<file path="src/rtl/wb_pkg.sv">
// Shared definitions for the Wishbone command bridge.
//   WB_AW / WB_DW / WB_SELW : Wishbone address, data and byte-select widths
//   TMO_W                   : width of the bus-phase wait counter
//   state_t                 : bridge FSM states
package wb_pkg;

  localparam int WB_AW   = 32;
  localparam int WB_DW   = 32;
  localparam int WB_SELW = 4;
  localparam int TMO_W   = 16;

  typedef enum logic [1:0] {
    IDLE = 2'd0,
    BUS  = 2'd1,
    RESP = 2'd2
  } state_t;

endpackage

</file>
<file path="src/rtl/wb_timeout_cnt.sv">
// Bus-phase wait counter.
//   clk, rst_n : clock and asynchronous active-low reset
//   clear      : restart counting from zero (entry into the bus phase)
//   enable     : count one waited cycle
//   limit      : value at which the phase is considered expired
//   expired    : counter currently equals limit
module wb_timeout_cnt
  import wb_pkg::*;
(
  input  logic             clk,
  input  logic             rst_n,
  input  logic             clear,
  input  logic             enable,
  input  logic [TMO_W-1:0] limit,
  output logic             expired
);

  logic [TMO_W-1:0] count;

  always_ff @(posedge clk or negedge rst_n) begin
    if (!rst_n) begin
      count <= '0;
    end else if (clear) begin
      count <= '0;
    end else if (enable) begin
      count <= count + 1'b1;
    end
  end

  assign expired = (count == limit);

endmodule

</file>
<file path="src/rtl/wb_cmd_master.sv">
// Command/response to Wishbone classic single-transfer master bridge.
//   CLK_I, RST_I          : clock, asynchronous active-low reset
//   cmd_*                 : valid/ready command channel (we, adr, dat, sel)
//   rsp_*                 : valid/ready response channel (dat, err)
//   ADR_O, DAT_O, SEL_O,
//   WE_O, CYC_O, STB_O    : Wishbone master outputs
//   DAT_I, ACK_I          : Wishbone slave read data and acknowledge
// One transaction at a time: IDLE accepts, BUS drives the cycle until ACK_I
// or TIMEOUT cycles elapse, RESP holds the result until it is consumed.
module wb_cmd_master
  import wb_pkg::*;
#(
  parameter int TIMEOUT = 255
) (
  input  logic               CLK_I,
  input  logic               RST_I,
  input  logic               cmd_valid,
  output logic               cmd_ready,
  input  logic               cmd_we,
  input  logic [WB_AW-1:0]   cmd_adr,
  input  logic [WB_DW-1:0]   cmd_dat,
  input  logic [WB_SELW-1:0] cmd_sel,
  output logic               rsp_valid,
  input  logic               rsp_ready,
  output logic [WB_DW-1:0]   rsp_dat,
  output logic               rsp_err,
  output logic [WB_AW-1:0]   ADR_O,
  output logic [WB_DW-1:0]   DAT_O,
  input  logic [WB_DW-1:0]   DAT_I,
  output logic               WE_O,
  output logic [WB_SELW-1:0] SEL_O,
  output logic               STB_O,
  output logic               CYC_O,
  input  logic               ACK_I
);

  // Counter runs 0..TIMEOUT-1, so the bus phase lasts exactly TIMEOUT cycles.
  localparam logic [TMO_W-1:0] LIMIT = TMO_W'(TIMEOUT - 1);

  state_t state, state_nxt;
  logic   accept;
  logic   ack_hit;
  logic   tmo_hit;
  logic   expired;

  // Gated by reset so cmd_ready is 0 while RST_I is low, 1 right after release.
  assign cmd_ready = (state == IDLE) & RST_I;
  assign accept    = cmd_valid & cmd_ready;

  // STB_O is high exactly in BUS, so ACK_I is only looked at there.
  assign ack_hit   = (state == BUS) & ACK_I;
  assign tmo_hit   = (state == BUS) & ~ACK_I & expired;

  assign CYC_O     = (state == BUS);
  assign STB_O     = (state == BUS);
  assign rsp_valid = (state == RESP);

  wb_timeout_cnt u_tmo (
    .clk     (CLK_I),
    .rst_n   (RST_I),
    .clear   (accept),
    .enable  ((state == BUS) & ~ACK_I),
    .limit   (LIMIT),
    .expired (expired)
  );

  always_ff @(posedge CLK_I or negedge RST_I) begin
    if (!RST_I) begin
      state <= IDLE;
    end else begin
      state <= state_nxt;
    end
  end

  always_comb begin
    state_nxt = state;
    case (state)
      IDLE:    if (accept) state_nxt = BUS;
      BUS:     if (ack_hit || tmo_hit) state_nxt = RESP;
      RESP:    if (rsp_ready) state_nxt = IDLE;
      default: state_nxt = IDLE;
    endcase
  end

  // Wishbone request registers: loaded on accept, held through BUS,
  // returned to zero once the cycle terminates.
  always_ff @(posedge CLK_I or negedge RST_I) begin
    if (!RST_I) begin
      ADR_O <= '0;
      DAT_O <= '0;
      SEL_O <= '0;
      WE_O  <= 1'b0;
    end else if (accept) begin
      ADR_O <= cmd_adr;
      DAT_O <= cmd_dat;
      SEL_O <= cmd_sel;
      WE_O  <= cmd_we;
    end else if (ack_hit || tmo_hit) begin
      ADR_O <= '0;
      DAT_O <= '0;
      SEL_O <= '0;
      WE_O  <= 1'b0;
    end
  end

  // Response registers: written only on the terminating edge, so they stay
  // stable for the whole RESP state. ACK wins over a simultaneous timeout.
  always_ff @(posedge CLK_I or negedge RST_I) begin
    if (!RST_I) begin
      rsp_dat <= '0;
      rsp_err <= 1'b0;
    end else if (ack_hit) begin
      rsp_dat <= WE_O ? '0 : DAT_I;
      rsp_err <= 1'b0;
    end else if (tmo_hit) begin
      rsp_dat <= '0;
      rsp_err <= 1'b1;
    end
  end

endmodule

</file>
<file path="config.mk">
export PLATFORM = sky130hd
export DESIGN_NAME = wb_cmd_master
export DESIGN_NICKNAME = d
export VERILOG_FILES = /design/src/rtl/wb_pkg.sv /design/src/rtl/wb_timeout_cnt.sv /design/src/rtl/wb_cmd_master.sv
export SDC_FILE = /design/constraint.sdc
export NUM_CORES = 1
export LEC_CHECK = 0
export BUFFER_PORTS_ARGS = -buffer_cell sky130_fd_sc_hd__buf_2
export CORE_MARGIN = 4
export CORE_UTILIZATION = 25
export DETAILED_ROUTE_END_ITERATION = 10
export GPL_TIMING_DRIVEN = 0
export PLACE_DENSITY = 0.42
export SLEW_MARGIN = 20
export SYNTH_ARGS = -nofsm -noshare
export SYNTH_HDL_FRONTEND = slang
export SYNTH_HIERARCHICAL = 1
export SYNTH_SLANG_ARGS = --single-unit
</file>
<file path="constraint.sdc">
create_clock -name CLK_I -period 5.85 [get_ports CLK_I]
set_input_delay 0.2925 -clock CLK_I [delete_from_list [all_inputs] [get_ports CLK_I]]
set_output_delay 0.2925 -clock CLK_I [all_outputs]
set_load 0.02 [all_outputs]
</file>
==> impl_metrics.json <==
{
  "yosys.area.top_type": "dfrtp_1",
  "yosys.area.top_type_share_pct": 50.4,
  "place_area_um2": 7500,
  "path_max_fanout": 63,
  "syn_avg_cell_area_um2": 11.5,
  "wl_um": 19400,
  "first_pass_iters": 4,
  "grt_overflow": 0,
  "cts.sinks": 120,
  "place_hpwl_um": 14100,
  "drtAntennaViolNets": 0,
  "grt.total_usage_pct": 14.5,
  "port_buffers": 210,
  "finalMaxSlewViolations": 0,
  "htreeDepth": 4,
  "critPathRequiredTime_ns": 6.14,
  "routabilityCongestion": 0.810,
  "yosysSeqAreaShare_pct": 50.4,
  "p_per_area_nw_per_um2": 487,
  "crit_path_end_kind": "flop",
  "syn_area_um2": 5960,
  "yosysMostFrequentCell": "dfrtp_1",
  "antenna_found_initial": 5,
  "place_inst": 1064,
  "path_clk_slew_ns": 0.06,
  "syn_to_final_growth_pct": 36.8,
  "ios": 212,
  "viasPerCell": 4.81,
  "ys_ff_latch": 120,
  "grt_pass1_wl_um": 30600,
  "dr_total_vias": 5285,
  "num_rows": 56,
  "ctsRootBufferMaster": "clkbuf_16",
  "synth_common_cells": "dfrtp_1, a21oi_1, and4b_1",
  "synth_cells": 520,
  "die_y_um": 162,
  "path_class": "in2reg",
  "synth_edf_count": 0,
  "relSlewSlack_pct": 57.4,
  "synth_top_cells_by_area": "dfrtp_1, and4b_1, o2bb2ai_1",
  "hold_class": "in2reg",
  "max_freq_mhz": 291,
  "worstMarginPinSlew_ns": 0.634,
  "drive_above_1_share_pct": 37.3,
  "start_util_pct": 25.4,
  "core_um2": 23500,
  "fin_skew_ns": 0.0102,
  "synthFlopType": "dfrtp_1",
  "irDropWorstVdd_mv": 0.230,
  "cts_resized": 0,
  "clockBufferDepth": 2,
  "yosysWarnings": 6,
  "wl_per_cell_um": 17.7,
  "leakage_nw": 3.96,
  "cts-hold-fix-buffers": 1,
  "min_period_ns": 3.43,
  "synth.distinct_cells": 41,
  "drc": 0,
  "crit_arrival_ns": 3.72,
  "cp-start-kind": "primary input",
  "insertion_delay_ns": 0.41,
  "period_share_pct": 58.7,
  "rsz0062_at_grt": "false",
  "cts_tree": "yes",
  "hold_viol": 0,
  "post_cts_buffers": 0,
  "tns_ns": 0,
  "multi_input_area_um2": 2670,
  "final-seq-area_um2": 3000,
  "cts_buffers": 17,
  "dieArea_um2": 26400,
  "grt_pass1_vias": 5512,
  "outcome": "complete, no violations",
  "cap_violations": 0,
  "p_total_w": 0.00397,
  "setup-violations-final": 0,
  "final_nets": 872,
  "synthArstFlopShare_pct": 100,
  "fin_area_um2": 8150,
  "drt_iter0_markers": 362,
  "fin_cells": 1098,
  "die_w_um": 162,
  "grt_max_degree": 64,
  "fillerInstances": 2407
}
-- layout make-up --
class / count / area share, %
Multi-Input combinational cell: 350 / 32.8
Buffer: 61 / 3.99
Clock inverter: 15 / 2.62
Timing Repair Buffer: 212 / 13.5
Antenna cell: 1 / 0.0307
Clock buffer: 17 / 5.22
Inverter: 3 / 0.138
Tap cell: 319 / 4.90
Sequential cell: 120 / 36.8
-- report_power, final --
part | switching, W | total (W) | internal (W)
logic | 0.000867 | 0.00142 | 0.000551
registers | 0.000254 | 0.00140 | 0.00115
clock network | 0.000426 | 0.00115 | 0.000723
-- cell families after synthesis --
logic type                 count (synthesis)  synth area share (%)
other                                      2                 0.126
buffers and inverters                     64                  5.65
muxes                                      2                 0.420
AOI/OAI and AO/OA                        182                  22.3
xor gates and xnor gates                  28                  4.11
adders and majority gates                  1                 0.210
and+or+nand+nor                          121                  16.9
DFF                                      120                  50.4
-- per-layer routing --
| layer | part of all wire [%] | GRT usage, % | wire length [um] |
|---|---|---|---|
| met1 | 45 | 19.1 | 8760 |
| met4 | 1.2 | 3.46 | 231 |
| met5 | 0.20 | 0 | 39 |
| met3 | 7.4 | 5.29 | 1440 |
| met2 | 46 | 22.9 | 8910 |
-- registers in the layout, indices dropped and copies added (netlist names) --
| signal | cells |
|---|---|
| ADR_O | 32 |
| DAT_O | 32 |
| SEL_O | 4 |
| WE_O | 1 |
| rsp_dat | 32 |
| rsp_err | 1 |
| state | 2 |
| u_tmo/count | 16 |
-- cells in the final DEF, fill, tap and decap left out, types with 2 or more instances in the layout --
cell type / count
buf_2: 235
dfrtp_1: 120
a21oi_1: 74
and4b_1: 69
o2bb2ai_1: 68
a22o_1: 32
clkbuf_1: 24
xnor2_1: 24
clkbuf_16: 17
conb_1: 16
nor2_1: 15
nand4_1: 8
buf_6: 6
buf_4: 5
nand2_1: 5
nor3_1: 4
bufinv_16: 4
clkinv_4: 4
inv_6: 4
nor4_1: 4
xor2_1: 4
inv_1: 3
o21ai_0: 3
nand3_1: 2
or3_1: 2
-- worst paths after layout --
check                      depth (start not counted)                     endpoint  slack (ns)                     from
min in group asynchronous                          2       rsp_dat[7]$_DFFE_PN0P_        0.41                    RST_I
max                                               12  u_tmo/count[15]$_DFFE_PN0P_        2.42                    RST_I
min                                                2      rsp_dat[25]$_DFFE_PN0P_        0.09                DAT_I[25]
max in group asynchronous                          3        DAT_O[25]$_DFFE_PN0P_        4.76                    RST_I
min reg2reg                                        1      rsp_dat[18]$_DFFE_PN0P_        0.50  rsp_dat[18]$_DFFE_PN0P_
max reg2reg                                        8  u_tmo/count[14]$_DFFE_PN0P_        3.18     state[0]$_DFFE_PN0P_
-- critical path, cell delays in order --
cell and delay (ns):
dlygate4sd3_1 0.57, buf_8 0.38, buf_16 0.35, buf_2 0.31
nand2_2 0.18, buf_2 0.24, nor3_1 0.14, buf_2 0.30
o2111ai_4 0.25, nor4_1 0.43, xnor2_1 0.16, nor2_1 0.05
-- stage by stage --
stage / utilization (%) / hold WS [ns] / worst slack, ns
after CTS: 34.7 / 0.0710 / 2.29
final: 34.7 / 0.0939 / 2.42
after global routing: 34.7 / 0.0717 / 2.06
after global placement: 31.8 / 0.483 / 0.834
after detailed placement: 32.0 / 0.270 / 2.45
after floorplan: - / -0.00309 / 3.76
(Power assumes the default switching activity.)
